[src/rtl/tetris_move_scheduler_if.sv]
// tetris_move_scheduler_if
//   Command stream between the move scheduler and the Tetris game engine.
//   One command is transferred on each clock edge where cmd_valid and
//   cmd_ready are both high.
//
//   cmd_valid  scheduler -> engine   command available
//   cmd        scheduler -> engine   1=LEFT 2=RIGHT 3=ROTATE 4=SOFT_DROP 5=GRAVITY, 0 idle
//   cmd_ready  engine -> scheduler   engine accepts the command
//
//   master: the scheduler side; slave: the engine side.
interface tetris_move_scheduler_if;
    logic       cmd_valid;
    logic       cmd_ready;
    logic [2:0] cmd;

    modport master (output cmd_valid, output cmd, input cmd_ready);
    modport slave  (input cmd_valid, input cmd, output cmd_ready);
endinterface

[src/rtl/tetris_move_scheduler.sv]
// tetris_move_scheduler
//   Sits between the PS/2 keyboard decoder and the game engine. Latches the
//   decoder's one-cycle action pulses, generates level-dependent gravity
//   ticks and arbitrates everything into a single valid/ready command stream
//   (priority ROTATE > LEFT > RIGHT > SOFT_DROP > GRAVITY).
//
//   Ports:
//     clk         system clock
//     rst_n       synchronous reset, active-low
//     game_run    1 = scheduling active, 0 = flush and hold
//     level       current game level (0..15), shortens the gravity period
//     move_left, move_right, move_down, rotate   one-cycle decoder pulses
//     cmd_if      master side of the command stream (cmd_valid, cmd, cmd_ready)
//     busy        any request pending or a command on offer
//
//   Optional feature, macro MOVE_QUEUE_EN:
//     defined   - LEFT/RIGHT requests are 2-bit saturating counts (up to 3
//                 queued presses, one consumed per accepted command)
//     undefined - LEFT/RIGHT are single flags, repeat presses merge
module tetris_move_scheduler #(
    parameter int unsigned GRAVITY_BASE = 50_000_000,
    parameter int unsigned GRAVITY_STEP = 4_000_000,
    parameter int unsigned GRAVITY_MIN  = 5_000_000,
    parameter int unsigned TW           = 32
) (
    input  logic                           clk,
    input  logic                           rst_n,
    input  logic                           game_run,
    input  logic [3:0]                     level,
    input  logic                           move_left,
    input  logic                           move_right,
    input  logic                           move_down,
    input  logic                           rotate,
    tetris_move_scheduler_if.master        cmd_if,
    output logic                           busy
);

`ifdef MOVE_QUEUE_EN
    localparam int unsigned QW = 2;
`else
    localparam int unsigned QW = 1;
`endif
    localparam int unsigned PW = TW + 4;
    localparam logic [QW-1:0] Q_MAX = '1;

    localparam logic [2:0] CMD_NONE  = 3'd0;
    localparam logic [2:0] CMD_LEFT  = 3'd1;
    localparam logic [2:0] CMD_RIGHT = 3'd2;
    localparam logic [2:0] CMD_ROT   = 3'd3;
    localparam logic [2:0] CMD_DOWN  = 3'd4;
    localparam logic [2:0] CMD_GRAV  = 3'd5;

    typedef enum logic {IDLE, ISSUE} state_t;

    state_t          state;
    logic [QW-1:0]   cnt_l;
    logic [QW-1:0]   cnt_r;
    logic            flag_rot;
    logic            flag_dn;
    logic            flag_grv;
    logic [TW-1:0]   grav_cnt;
    logic            cmd_valid_q;
    logic [2:0]      cmd_q;

    logic [PW-1:0]   prod;
    logic [PW-1:0]   diff;
    logic [PW-1:0]   period;
    logic            grav_fire;
    logic [2:0]      sel;
    logic            any_flag;
    logic            accept;
    logic            accept_l;
    logic            accept_r;
    logic            accept_rot;
    logic            accept_dn;
    logic            accept_grv;
    logic            left_only;
    logic            right_only;

    assign cmd_if.cmd_valid = cmd_valid_q;
    assign cmd_if.cmd       = cmd_q;

    // Gravity period, clamped to GRAVITY_MIN when the level product exceeds
    // the base (underflow) or leaves too short a period. The >= compare lets a
    // mid-count level increase fire on the very next cycle.
    always_comb begin
        prod   = PW'(level) * PW'(GRAVITY_STEP);
        diff   = PW'(GRAVITY_BASE) - prod;
        period = diff;
        if ((prod > PW'(GRAVITY_BASE)) || (diff < PW'(GRAVITY_MIN)))
            period = PW'(GRAVITY_MIN);
        grav_fire = ({4'b0000, grav_cnt} >= (period - PW'(1)));
    end

    // Fixed-priority pick of the next request to offer.
    always_comb begin
        sel = CMD_NONE;
        if (flag_rot)
            sel = CMD_ROT;
        else if (cnt_l != '0)
            sel = CMD_LEFT;
        else if (cnt_r != '0)
            sel = CMD_RIGHT;
        else if (flag_dn)
            sel = CMD_DOWN;
        else if (flag_grv)
            sel = CMD_GRAV;
    end

    assign any_flag   = flag_rot | (cnt_l != '0) | (cnt_r != '0) | flag_dn | flag_grv;
    assign busy       = any_flag | cmd_valid_q;

    assign accept     = (state == ISSUE) && cmd_if.cmd_ready;
    assign accept_l   = accept && (cmd_q == CMD_LEFT);
    assign accept_r   = accept && (cmd_q == CMD_RIGHT);
    assign accept_rot = accept && (cmd_q == CMD_ROT);
    assign accept_dn  = accept && (cmd_q == CMD_DOWN);
    assign accept_grv = accept && (cmd_q == CMD_GRAV);

    // Simultaneous left+right presses cancel each other out.
    assign left_only  = move_left & ~move_right;
    assign right_only = move_right & ~move_left;

    // Reset and game_run=0 have the same effect: everything is flushed and
    // the FSM goes idle, even in the middle of a handshake.
    // Direction counts: the opposite direction zeroes the count, a press
    // increments (saturating), an accept decrements; press+accept on the same
    // edge leaves the count as is. The != 0 guards cover a request that was
    // cancelled by the opposite direction while already on offer.
    always_ff @(posedge clk) begin
        if (!rst_n || !game_run) begin
            state       <= IDLE;
            cnt_l       <= '0;
            cnt_r       <= '0;
            flag_rot    <= 1'b0;
            flag_dn     <= 1'b0;
            flag_grv    <= 1'b0;
            grav_cnt    <= '0;
            cmd_valid_q <= 1'b0;
            cmd_q       <= CMD_NONE;
        end else begin
            if (accept_dn) begin
                grav_cnt <= '0;
                flag_grv <= 1'b0;
            end else if (grav_fire) begin
                grav_cnt <= '0;
                flag_grv <= 1'b1;
            end else begin
                grav_cnt <= grav_cnt + TW'(1);
                if (accept_grv)
                    flag_grv <= 1'b0;
            end

            if (rotate)
                flag_rot <= 1'b1;
            else if (accept_rot)
                flag_rot <= 1'b0;

            if (move_down)
                flag_dn <= 1'b1;
            else if (accept_dn)
                flag_dn <= 1'b0;

            if (right_only)
                cnt_l <= '0;
            else if (left_only) begin
                if (!(accept_l && (cnt_l != '0)) && (cnt_l != Q_MAX))
                    cnt_l <= cnt_l + QW'(1);
            end else if (accept_l && (cnt_l != '0))
                cnt_l <= cnt_l - QW'(1);

            if (left_only)
                cnt_r <= '0;
            else if (right_only) begin
                if (!(accept_r && (cnt_r != '0)) && (cnt_r != Q_MAX))
                    cnt_r <= cnt_r + QW'(1);
            end else if (accept_r && (cnt_r != '0))
                cnt_r <= cnt_r - QW'(1);

            case (state)
                IDLE: begin
                    if (any_flag) begin
                        cmd_q       <= sel;
                        cmd_valid_q <= 1'b1;
                        state       <= ISSUE;
                    end
                end
                ISSUE: begin
                    if (cmd_if.cmd_ready) begin
                        cmd_q       <= CMD_NONE;
                        cmd_valid_q <= 1'b0;
                        state       <= IDLE;
                    end
                end
                default: state <= IDLE;
            endcase
        end
    end

endmodule
[src/flat_wrapper.sv]
// flat-port wrapper written by rule: the top's interface ports become plain ports
module tetris_move_scheduler_flat 
#(
    parameter int unsigned GRAVITY_BASE = 50_000_000,
    parameter int unsigned GRAVITY_STEP = 4_000_000,
    parameter int unsigned GRAVITY_MIN  = 5_000_000,
    parameter int unsigned TW           = 32
)
  (clk, rst_n, game_run, level, move_left, move_right, move_down, rotate, busy, cmd_if_cmd_valid, cmd_if_cmd, cmd_if_cmd_ready);
  tetris_move_scheduler_if cmd_if_i ();
  input  logic clk;
  input  logic rst_n;
  input  logic game_run;
  input  logic [3:0] level;
  input  logic move_left;
  input  logic move_right;
  input  logic move_down;
  input  logic rotate;
  output logic busy;
  output wire logic [$bits(cmd_if_i.cmd_valid)-1:0] cmd_if_cmd_valid;
  output wire logic [$bits(cmd_if_i.cmd)-1:0] cmd_if_cmd;
  input wire logic [$bits(cmd_if_i.cmd_ready)-1:0] cmd_if_cmd_ready;
  assign cmd_if_cmd_valid = cmd_if_i.cmd_valid;
  assign cmd_if_cmd = cmd_if_i.cmd;
  assign cmd_if_i.cmd_ready = cmd_if_cmd_ready;
  tetris_move_scheduler #(.GRAVITY_BASE(GRAVITY_BASE), .GRAVITY_STEP(GRAVITY_STEP), .GRAVITY_MIN(GRAVITY_MIN), .TW(TW)) u_core (.clk(clk), .rst_n(rst_n), .game_run(game_run), .level(level), .move_left(move_left), .move_right(move_right), .move_down(move_down), .rotate(rotate), .cmd_if(cmd_if_i), .busy(busy));
endmodule
[config.mk]
export PLATFORM = sky130hd
export DESIGN_NAME = tetris_move_scheduler_flat
export DESIGN_NICKNAME = d
export VERILOG_FILES = /design/src/rtl/tetris_move_scheduler_if.sv /design/src/rtl/tetris_move_scheduler.sv /design/src/flat_wrapper.sv
export SDC_FILE = /design/constraint.sdc
export NUM_CORES = 1
export LEC_CHECK = 0
export ABC_AREA = 1
export CORE_MARGIN = 5
export CORE_UTILIZATION = 29
export CTS_CLUSTER_DIAMETER = 60
export DETAILED_ROUTE_END_ITERATION = 8
export GPL_ROUTABILITY_DRIVEN = 0
export PLACE_DENSITY = 0.45
export SLEW_MARGIN = 40
export SYNTH_ARGS = -nofsm -noshare
export SYNTH_HDL_FRONTEND = slang
export SYNTH_SLANG_ARGS = --single-unit
[constraint.sdc]
create_clock -name clk -period 4.37 [get_ports clk]
set_input_delay 1.0925 -clock clk [delete_from_list [all_inputs] [get_ports clk]]
set_output_delay 1.0925 -clock clk [all_outputs]
set_load 0.02 [all_outputs]
# [Word-level counts from Yosys, hierarchy flattened]
# Index checks and enable logic that the tools add are counted.
[op_classes] n_eq_ne=9 muxes=27 n_reduce_logical=28 multipliers=1 magnitude_cmp=3 bitwise=12 n_addsub=7
[op_table] operator="greater-or-equal comparator 32 x 36 -> 1 bit" n=1
[op_table] operator="< comparator 36 x 23 -> 1 bit (second input constant)" n=1
[op_table] operator="two-way mux 36 bit" n=1
[op_table] operator="subtractor 36 x 1 -> 36 bit (second input constant)" n=1
[op_table] operator="adder 32 x 1 -> 32 bit (second input constant)" n=1
[op_table] operator="subtractor 26 x 26 -> 27 bit (first input constant)" n=1
[op_table] operator="greater-than comparator 26 bit (second input constant)" n=1
[op_table] operator="two-way mux 3 bit" n=7
[op_table] operator="multiplier 4 x 14 -> 18 bit (second input constant)" n=1
[op_table] operator="two-way mux 1 bit" n=16
[op_table] operator="logical AND 1 bit" n=10
[op_table] operator="nonzero test 2 bit" n=5
[op_table] operator="equality test 3 x 2 -> 1 bit (second input constant)" n=2
[op_table] operator="equality test 3 bit (second input constant)" n=2
[op_table] operator="inequality test 2 bit (second input constant)" n=3
[op_table] operator="one-hot mux 3 bit (2 select lines)" n=1
[op_table] operator="AND reduction 2 bit" n=3
[op_table] operator="OR reduction 2 bit" n=3
[op_table] operator="inverter 1 bit" n=5
[op_table] operator="bitwise OR 1 bit" n=5
[op_table] operator="logical NOT 1 bit" n=4
[op_table] operator="one-hot mux 1 bit (2 select lines)" n=2
[op_table] operator="equality test 3 x 1 -> 1 bit (second input constant)" n=1
[op_table] operator="OR reduction 3 bit" n=1
[op_table] operator="5 further kinds" n=9
[totals] elab_cells=96 out_inout_bits=5 reg_bits=42

# [Logic depth before layout (Yosys ltp)]
# Gate-level depths: netlist (run 1).
[logic_depth] word_depth=8 depth_mapped=27 depth_no_buf=27

# [Worst setup path before layout (run 1)]
# No wires, ideal clock.
[synth_timing] path_type="input to register" start="input port level[1]" end="register u_core.grav_cnt[24]" required_ns=4.306 setup_time_ns=0.064 setup_slack_ns=-0.199 path_stages=22 path_buffers=1 t_arrival_ns=4.505 cell_sequence="inv_1 > ha_1 > fa_1 > inv_1 > fa_1 > nor2_1 > nand2_1 > nor2_1 > nand3_1 > nor2_1 > nand2_1 > nand3b_1 > nand3_1 > ha_1 > nand2_1 > a21oi_1 > nor2_1 > nand2_1 > a21oi_1 > nand4_4 > buf_6 > nor2_1"
[synth_via] elab_chain_len=8 word_cells_on_any_way=9
[synth_lines] element="start, declared" line="flat_wrapper.sv:14" text="input logic [3:0] level;"
[synth_lines] element="multiplier 4 x 14 -> 18 bit *" line="tetris_move_scheduler.sv:87" text="prod = PW'(level) * PW'(GRAVITY_STEP);"
[synth_lines] element="subtractor 26 x 26 -> 27 bit" line="tetris_move_scheduler.sv:88" text="diff = PW'(GRAVITY_BASE) - prod;"
[synth_lines] element="< comparator 36 x 23 -> 1 bit" line="tetris_move_scheduler.sv:90" text="if ((prod > PW'(GRAVITY_BASE)) || (diff < PW'(GRAVITY_MIN)))"
[synth_lines] element="logical OR 1 bit" line="tetris_move_scheduler.sv:90"
[synth_lines] element="two-way mux 36 bit *" line="tetris_move_scheduler.sv:90"
[synth_lines] element="subtractor 36 x 1 -> 36 bit *" line="tetris_move_scheduler.sv:92" text="grav_fire = ({4'b0000, grav_cnt} >= (period - PW'(1)));"
[synth_lines] element="greater-or-equal comparator 32 x 36 -> 1 bit *" line="tetris_move_scheduler.sv:92"
[synth_lines] element="OR reduction 3 bit (no line) *"
[synth_lines] element="end signal, assigned" line="tetris_move_scheduler.sv:149" text="grav_cnt <= grav_cnt + TW'(1);"
[synth_lines] element="end, declared" line="tetris_move_scheduler.sv:61" text="logic [TW-1:0] grav_cnt;"
# Every way passes the cells marked *; elsewhere a longest branch is shown, timed or not.
# A chain may end at the register's enable or synchronous reset.

# [Worst setup path after layout (run 1)]
[layout_timing] start="input port level[2]" end="register u_core.grav_cnt[19]"
# The elaborated chain is that of the path after synthesis.

==> results of run 1 <==
## synth_stat cells (all sizes together), types with 2 or more instances
cell    number  area, um2
nand4       15      108.9
nand2      141      539.3
inv         87      326.6
ha          45      563.0
buf          4      38.78
xnor2        8      70.07
nor3b        2      15.01
nor4         3      18.77
dfxtp       42      840.8
or2          2      12.52
xor2        19      166.4
o21ai        7      35.03
fa           5      100.1
nand3b       9      67.56
nor3        22      125.1
a21oi       25      125.1
o21bai       2      15.01
nor2        91      381.6
nand3       26      177.7
## layout by cell type (no fill, tap or decap), drive strengths merged, types with 2 or more instances in the layout
cell           netlist  layout
a21oi               25      25
buf                  4      59
clkbuf               0       8
clkdlybuf4s50        0      12
clkinv               1       2
conb                 1       6
dfxtp               42      42
fa                   5       5
ha                  45      45
inv                 87      86
nand2              141     141
nand3               26      26
nand3b               9       9
nand4               15      15
nor2                91      91
nor3                22      22
nor3b                2       2
nor4                 3       3
o21ai                7       7
o21bai               2       2
or2                  2       2
xnor2                8       8
xor2                19      19
## power by group
part           internal (W)  switching, W  total [W]
Combinational      0.000201      0.000217   0.000418
Sequential         0.000388    0.00000491   0.000392
Clock              0.000226      0.000146   0.000372
Total              0.000815      0.000368    0.00118
## metrics by stage
step	power, W	util (%)
finish	0.001182	39.33
CTS	0.001174	38.72
global route	0.001266	39.33
detailed placement	0.0007710	35.74
global placement	0.0007686	35.74
floorplan	0.0006281	-
## metal layers
metal	part of all wire, %	track usage (%)
met1	46	17.79
met2	49	24.39
met3	2.6	1.317
met4	1.9	3.901
met5	0	0
## worst reg2reg max path, stage by stage, from the launching register on
cell and delay [ps]:
dfxtp_1 470, ha_1 300, a21o_1 180, nor2_1 130, nand2_2 80, a21oi_4 160, nand4_4 160, buf_6 180
buf_16 140, nor2_1 80
## sequential cells by signal, summed over array words and instances (netlist names)
| signal | flops |
|---|---|
| u_core.grav_cnt | 32 |
| u_core.flag_grv | 1 |
| u_core.cmd_if.cmd_valid | 1 |
| u_core.cnt_r | 1 |
| u_core.flag_rot | 1 |
| u_core.flag_dn | 1 |
| u_core.cmd_if.cmd | 3 |
| u_core.cnt_l | 1 |
| u_core.state | 1 |
## how the worst max path moves through the flow
stage | endpoint | slack [ps] | cells after the start
after CTS | u_core.grav_cnt[26] | -280 | 28
after global placement | u_core.grav_cnt[18] | -860 | 24
after detailed placement | u_core.grav_cnt[0] | -960 | 24
after global routing | u_core.grav_cnt[22] | -470 | 25
after floorplan | u_core.grav_cnt[10] | -70 | 22
final | u_core.grav_cnt[19] | -210 | 26
## timing repair
item                                    in CTS  in global routing
buffers inserted                             5                  2
gates cloned                                 3                  0
pin swaps                                   19                 16
endpoints found under the setup margin      33                 33
gates resized for setup                     49                 29
## final cells by class
class	count	area, um2
sequential	42	840.8
fill	1389	7719
inverter	88	334.1
timing repair buffer	73	663.1
tap	172	215.2
multi-input combinational	434	2803
clock buffer	7	142.6
clock inverter	1	5.005
## cell families after synthesis
kind of cell	Yosys count
simple gates	311
buf+inv	92
fa+ha+maj	50
flops	42
compound gates	40
xor+xnor	27
other cells	1
==> metrics, run 1 <==
Hold Buf Count CTS=0; crit start category=primary input; Post-synth EDFFs=0; first-pass GRT wire length=17010 um; R2R Path End=u_core.grav_cnt[13]; Clock transition at path regs=60 ps; CP max stage cell=fa_1; Synth Register Bits=42; Worst R2R Setup Slack=2440 ps; Max stage delay on crit path=560 ps; CTS H-tree depth=2; Netlist cell types=38; Synth warnings=0; largest family of logic cells by synthesized area=simple AND/OR/NAND/NOR gates; leakage power=2.198 nW; layout net count=706; Final WS setup=-214.4 ps; Post-DRT Antenna Nets=0; failing checks=setup timing; die width=124.2 um; CP Class=primary input to flip-flop; vias in the first global route=3671; die span in y=124.2 um; R2R depth=9; status=finished, violations left; PwrDens=236.3 nW/um2; CP delay by family, top=adder cells; Hold WC Path Type=flip-flop to flip-flop; Worst-Skew Late Latency=280 ps; via count=3711; worst slack, placed=-964.8 ps; Max-slew headroom=67.11%; Max clock buf depth=2; Core Area=12720 um2; XOR/XNOR Fraction of Synth Area=6.256%; Worst Tran Pin Value=489.6 ps; Final Cell Area=5004 um2; fin crit share=104.9%; Max Slew Vio Count=0; I/O Pins=17; # rows=41; Post-synth ARST share=0%; setup TNS=-6038 ps; WL/cell=12.29 um; DRT Pass-1 Iters=4; Endpoint, Worst Hold=u_core.cmd_if.cmd_valid; DPL Wire Length=8019 um; global route overflow=0; Placed Area=4547 um2; Num CTS Buffers=5; unrepaired setup endpoints after global routing=true; worst endpoint required time=4550 ps; clk_skew=3.695 ps; largest net degree at the start of global routing=13; hold path start=u_core.cmd_if.cmd_valid; Worst R2R Start=u_core.grav_cnt[27]; post-synthesis adder-cell area fraction=17.54%; post-synthesis compound-gate area fraction=5.826%; crit path time final=4584 ps; Worst Path Arrival=4760 ps; post-synthesis mux area share=0%; final setup violation count=33; fraction of layout instances using a drive strength above 1=21.24%; VDD IR max=0.0001237 V; Via density=4.542; sequential fraction of the synthesis area=22.24%; top_reg_cell synth=dfxtp_1; CTS Sinks=42; Detailed Route WL=10040 um; Worst Path Buf+Inv=7; final number of hold-violating endpoints=0; CTS tree=done; Port-buffer cells=16; DRT iter0 DRCs=197; fmax=0.2181 GHz; GRT Total Usage=13.78%; placed cells=800; DRC Markers=0; crit-path max FO=7; Hold Path Depth=2; synthesis-to-layout area growth=32.37%; synthesized area=3780 um2; Max-Cap Viols=0; CP Launch Point=level[2]; CTS root buf=clkbuf_16; Hold WS=498.2 ps; initial antenna violation count=0; simple-gate share of the synthesized area=38.27%; post-synthesis cell count=563; # diodes=0; Worst Setup End Kind=flip-flop; die area=15420 um2; non-filler cells, final=817; Synth Area per Inst=6.714 um2; initial core utilization=29.71%
Power figures use the tool's default switching activity.
==> run 2: changes to the inputs <==
--- a/config.mk
+++ b/config.mk
@@ -12,6 +12,7 @@
 export DETAILED_ROUTE_END_ITERATION = 8
 export GPL_ROUTABILITY_DRIVEN = 0
 export PLACE_DENSITY = 0.45
+export REMOVE_ABC_BUFFERS = 1
 export SLEW_MARGIN = 40
 export SYNTH_ARGS = -nofsm -noshare
 export SYNTH_HDL_FRONTEND = slang
==> metrics, run 2 (synthesis results as in run 1) <==
Num CTS Buffers=5; Via density=4.505; fin crit share=104.4%; max FFs per register=32; fmax=0.2191 GHz; Worst Tran Pin Value=488.8 ps; layout net count=707; CP Class=primary input to flip-flop; WL/cell=12.33 um; Worst Path Arrival=4740 ps; Finished Core Util=39.24%; die width=124.2 um; crit path time final=4564 ps; DRT iter0 DRCs=158; via count=3685; Worst Setup End Kind=flip-flop; Post-DRT Antenna Nets=0; CTS root buf=clkbuf_16; Hold WS=497.6 ps; Total Power=0.001264 W; commonest cells after routing, fill and taps aside=nand2_1 (132), inv_1 (80), nor2_1 (68), buf_4 (51), dfxtp_1 (42); crit start category=primary input; DPL Wire Length=8091 um; Port-buffer cells=16; die span in y=124.2 um; hold path start=u_core.grav_cnt[0]; final number of hold-violating endpoints=0; Max Slew Vio Count=0; global route overflow=0; unrepaired setup endpoints after global routing=true; vias in the first global route=3637; Final WS setup=-193.5 ps; GRT Total Usage=13.72%; leakage power=2.219 nW; # rows=41; non-filler cells, final=818; crit-path max FO=7; Detailed Route WL=10090 um; Worst-Skew Late Latency=290 ps; CP Launch Point=level[1]; CTS tree=done; clk_skew=6.173 ps; die area=15420 um2; final setup violation count=32; setup TNS=-5286 ps; synthesis-to-layout area growth=32.08%; placed cells=801; CTS H-tree depth=2; register with the most flip-flops=u_core.grav_cnt; initial antenna violation count=0; PwrDens=253.1 nW/um2; status=finished, violations left; Max-Cap Viols=0; Core Area=12720 um2; initial core utilization=29.71%; DRT Pass-1 Iters=4; Max clock buf depth=2; Worst R2R Start=u_core.grav_cnt[22]; most common cell after layout, fill and taps aside=nand2_1; failing checks=setup timing; # diodes=0; Hold WC Path Type=flip-flop to flip-flop; worst endpoint required time=4550 ps; largest net degree at the start of global routing=16; DRC Markers=0; fraction of layout instances using a drive strength above 1=20.12%; Clock transition at path regs=60 ps; Max-slew headroom=67.16%; I/O Pins=17; first-pass GRT wire length=17000 um; CTS Sinks=42; VDD IR max=0.0001482 V
## run 2: layout make-up
class,count,area (um2)
clock buffers,6,128.9
clock inverters,2,37.54
fillers,1397,7730
inverters,88,330.3
multi-input cells,434,2741
flip-flops and latches,42,840.8
well taps,172,215.2
repair buffers,74,698.2
## run 2: path summary, 6_finish.rpt
kind                   endpoint  slack, ps  cells after the start
max          u_core.grav_cnt[4]       -190                     23
min          u_core.grav_cnt[0]        500                      1
max reg2reg  u_core.grav_cnt[4]       2360                     13
min reg2reg  u_core.grav_cnt[0]        500                      1
## run 2: what timing repair did
action,in CTS,in global routing
gates cloned,2,1
gates resized for setup,46,16
pin swaps,31,14
hold buffers,0,0
buffers inserted,4,2
endpoints found under the setup margin,33,33
## run 2: power by group
part           leakage, nW  switching (W)  internal (W)  total, W
clock network       0.0771       0.000159      0.000270  0.000429
registers            0.339     0.00000458      0.000387  0.000392
logic                 1.80       0.000227      0.000216  0.000443
total                 2.22       0.000390      0.000873   0.00126
## run 2: worst max-delay path, cell delays in order
cell and delay [ps]:
buf_8 100, fa_1 560, inv_1 60, fa_1 500, inv_2 50, ha_4 260
nand3_1 110, nand2_1 60, nand2_1 80, nand2_1 50, a21oi_1 240, nand3b_1 170
nand3_2 90, ha_4 280, nand2_2 50, nor2_2 100, nand4_1 100, nor2_2 170
nand3_2 140, nand4_4 160, buf_4 140, clkbuf_16 140, nor2_1 40
## run 2: stage by stage
stage | worst slack (ps) | area [um2]
final | -193.5 | 4992
after floorplan | -302.5 | 3760
after global routing | -426.5 | 4992
after global placement | -1016 | 4528
after CTS | -211.1 | 4878
after detailed placement | -1104 | 4528
## run 2: per-layer routing
| metal | vias up | GRT usage [%] | part of all wire (%) |
|---|---|---|---|
| met5 | - | 0 | 0 |
| met4 | 0 | 3.559 | 1.8 |
| met3 | 15 | 1.589 | 2.2 |
| met2 | 41 | 22.80 | 45 |
| met1 | 1666 | 18.88 | 51 |
| li1 | 1963 | - | - |
==> run 3: changes to the inputs <==
--- a/config.mk
+++ b/config.mk
@@ -7,11 +7,11 @@
 export LEC_CHECK = 0
 export ABC_AREA = 1
 export CORE_MARGIN = 5
-export CORE_UTILIZATION = 29
+export CORE_UTILIZATION = 56
 export CTS_CLUSTER_DIAMETER = 60
 export DETAILED_ROUTE_END_ITERATION = 8
 export GPL_ROUTABILITY_DRIVEN = 0
-export PLACE_DENSITY = 0.45
+export PLACE_DENSITY = 0.77
 export REMOVE_ABC_BUFFERS = 1
 export SLEW_MARGIN = 40
 export SYNTH_ARGS = -nofsm -noshare
==> metrics, run 3 (synthesis results as in run 1) <==
commonest cells after routing, fill and taps aside=nand2_1 (132), inv_1 (79), nor2_1 (47), dfxtp_1 (42), ha_1 (40); Worst R2R Start=u_core.grav_cnt[19]; # diodes=0; worst endpoint required time=4560 ps; hold path start=u_core.grav_cnt[0]; CTS tree=done; Post-DRT Antenna Nets=0; I/O Pins=17; Hold WC Path Type=flip-flop to flip-flop; crit path time final=4566 ps; Max Slew Vio Count=0; WL/cell=14.50 um; register with the most flip-flops=u_core.grav_cnt; fin crit share=104.5%; via count=3934; Hold Path Depth=1; fmax=0.2190 GHz; Hold WS=505.7 ps; crit path cell chain=buf_8 -> fa_1 -> inv_2 -> fa_1 -> inv_2 -> ha_4 -> nand3_1 -> nand2_1 -> nand2_1 -> nand2_1 -> nor2_2 -> nand2_2 -> nand3b_1 -> nand3_1 -> ha_1 -> nand2_1 -> nor2_2 -> nand4_1 -> nor2_2 -> nand3_2 -> nand4_4 -> buf_6 -> buf_8 -> nor2_2; DRC Markers=0; DRT iter0 DRCs=195; Port-buffer cells=16; Finished Core Util=71.54%; final setup violation count=33; crit-path max FO=6; Worst-Skew Late Latency=300 ps; DPL Wire Length=7325 um; final number of hold-violating endpoints=0; CP max stage cell=fa_1; DRT Pass-1 Iters=5; CTS H-tree depth=2; R2R Path End=u_core.grav_cnt[15]; leakage power=2.116 nW; # rows=30; Worst Path Arrival=4750 ps; Num CTS Buffers=5; vias in the first global route=3889; failing checks=setup timing; Worst Setup End Kind=flip-flop; die area=8493 um2; initial antenna violation count=0; clk_skew=10.15 ps; Max clock buf depth=2; VDD IR max=0.0002037 V; CP Class=primary input to flip-flop; layout net count=697; most common cell after layout, fill and taps aside=nand2_1; PwrDens=220.3 nW/um2; Clock transition at path regs=70 ps; Multi-input gate area=2841 um2; crit start category=primary input; largest net degree at the start of global routing=12; R2R depth=10; Max-Cap Viols=0; CP delay by family, top=adder cells; status=finished, violations left; Max stage delay on crit path=590 ps; GRT Total Usage=24.87%; max FFs per register=32; Worst R2R Setup Slack=2380 ps; fillcell total=520; initial core utilization=56.57%; CTS root buf=clkbuf_8; die span in y=92.16 um; Worst Path Buf+Inv=5; first-pass GRT wire length=17310 um; Endpoint, Worst Hold=u_core.grav_cnt[0]; die width=92.16 um; unrepaired setup endpoints after global routing=true; synthesis-to-layout area growth=26.45%; Reg area=840.8 um2; Via density=5.502; setup TNS=-5381 ps; global route overflow=0; CTS Sinks=42; Core Area=6681 um2; Detailed Route WL=10370 um; fraction of layout instances using a drive strength above 1=21.89%; Total Power=0.001053 W; Final WS setup=-195.5 ps
[run 3: cell types whose count changed in the layout (fill, tap and decap cells not counted), moves of 5 or more]
cell and delta:
nor2_4 +11, buf_4 -14, nor2_1 -21, clkbuf_16 -6, clkbuf_8 +5, buf_6 +6, nor2_2 +10
[run 3: worst max-delay path by stage]
stage	start	cells past startpoint	to	slack, ps
final	level[2]	24	u_core.grav_cnt[15]	-200
after global routing	level[2]	24	u_core.grav_cnt[0]	-450
after CTS	level[1]	26	u_core.grav_cnt[3]	-260
after detailed placement	level[1]	23	u_core.grav_cnt[0]	-1040
after global placement	level[1]	23	u_core.grav_cnt[27]	-910
after floorplan	level[1]	21	u_core.grav_cnt[23]	-300
[run 3: worst reg2reg max path: stages, from the launching register on]
cell and delay, ps:
dfxtp_1 340, ha_1 310, nand2_1 70, nor2_1 200, nand4_1 150, nor2_2 210
nand3_2 140, nand4_4 150, buf_6 130, buf_8 140, nor2_2 40
[run 3: report_power, final]
| group | total (W) | internal (W) | switching [W] |
|---|---|---|---|
| clock | 0.000239 | 0.000110 | 0.000129 |
| combinational | 0.000421 | 0.000195 | 0.000226 |
| sequential | 0.000392 | 0.000387 | 0.00000491 |
[run 3: repair_timing]
item,CTS,global route
cloned,3,0
buffers inserted,13,2
pin swaps,33,33
hold buffers,0,0
endpoints found under the setup margin,33,33
gates resized for setup,62,46
[run 3: stage by stage]
stage          cell area, um2  setup slack (ps)  instances
2_1_floorplan            3760            -302.5        564
6_report                 4780            -195.5        715
3_3_place_gp             4295            -908.6        695
3_5_place_dp             4295             -1036        695
4_1_cts                  4718            -260.5        718
5_1_grt                  4780            -448.3        715
[run 3: cell type report]
| type | instances | share of cell area (%) |
|---|---|---|
| Multi-Input combinational cell | 434 | 59.45 |
| Sequential cell | 42 | 17.59 |
| Timing Repair Buffer | 64 | 12.36 |
| Inverter | 88 | 6.911 |
| Tap cell | 80 | 2.094 |
| Clock buffer | 7 | 1.597 |
[run 3: routing by layer]
metal  global-route usage [%]  vias up  routed length, um
met4                    13.61        0                541
met5                        0        -                  0
met3                    4.184       52                593
met1                    27.82     1810               4105
met2                    44.53      136               5127
li1                         -     1936                  -
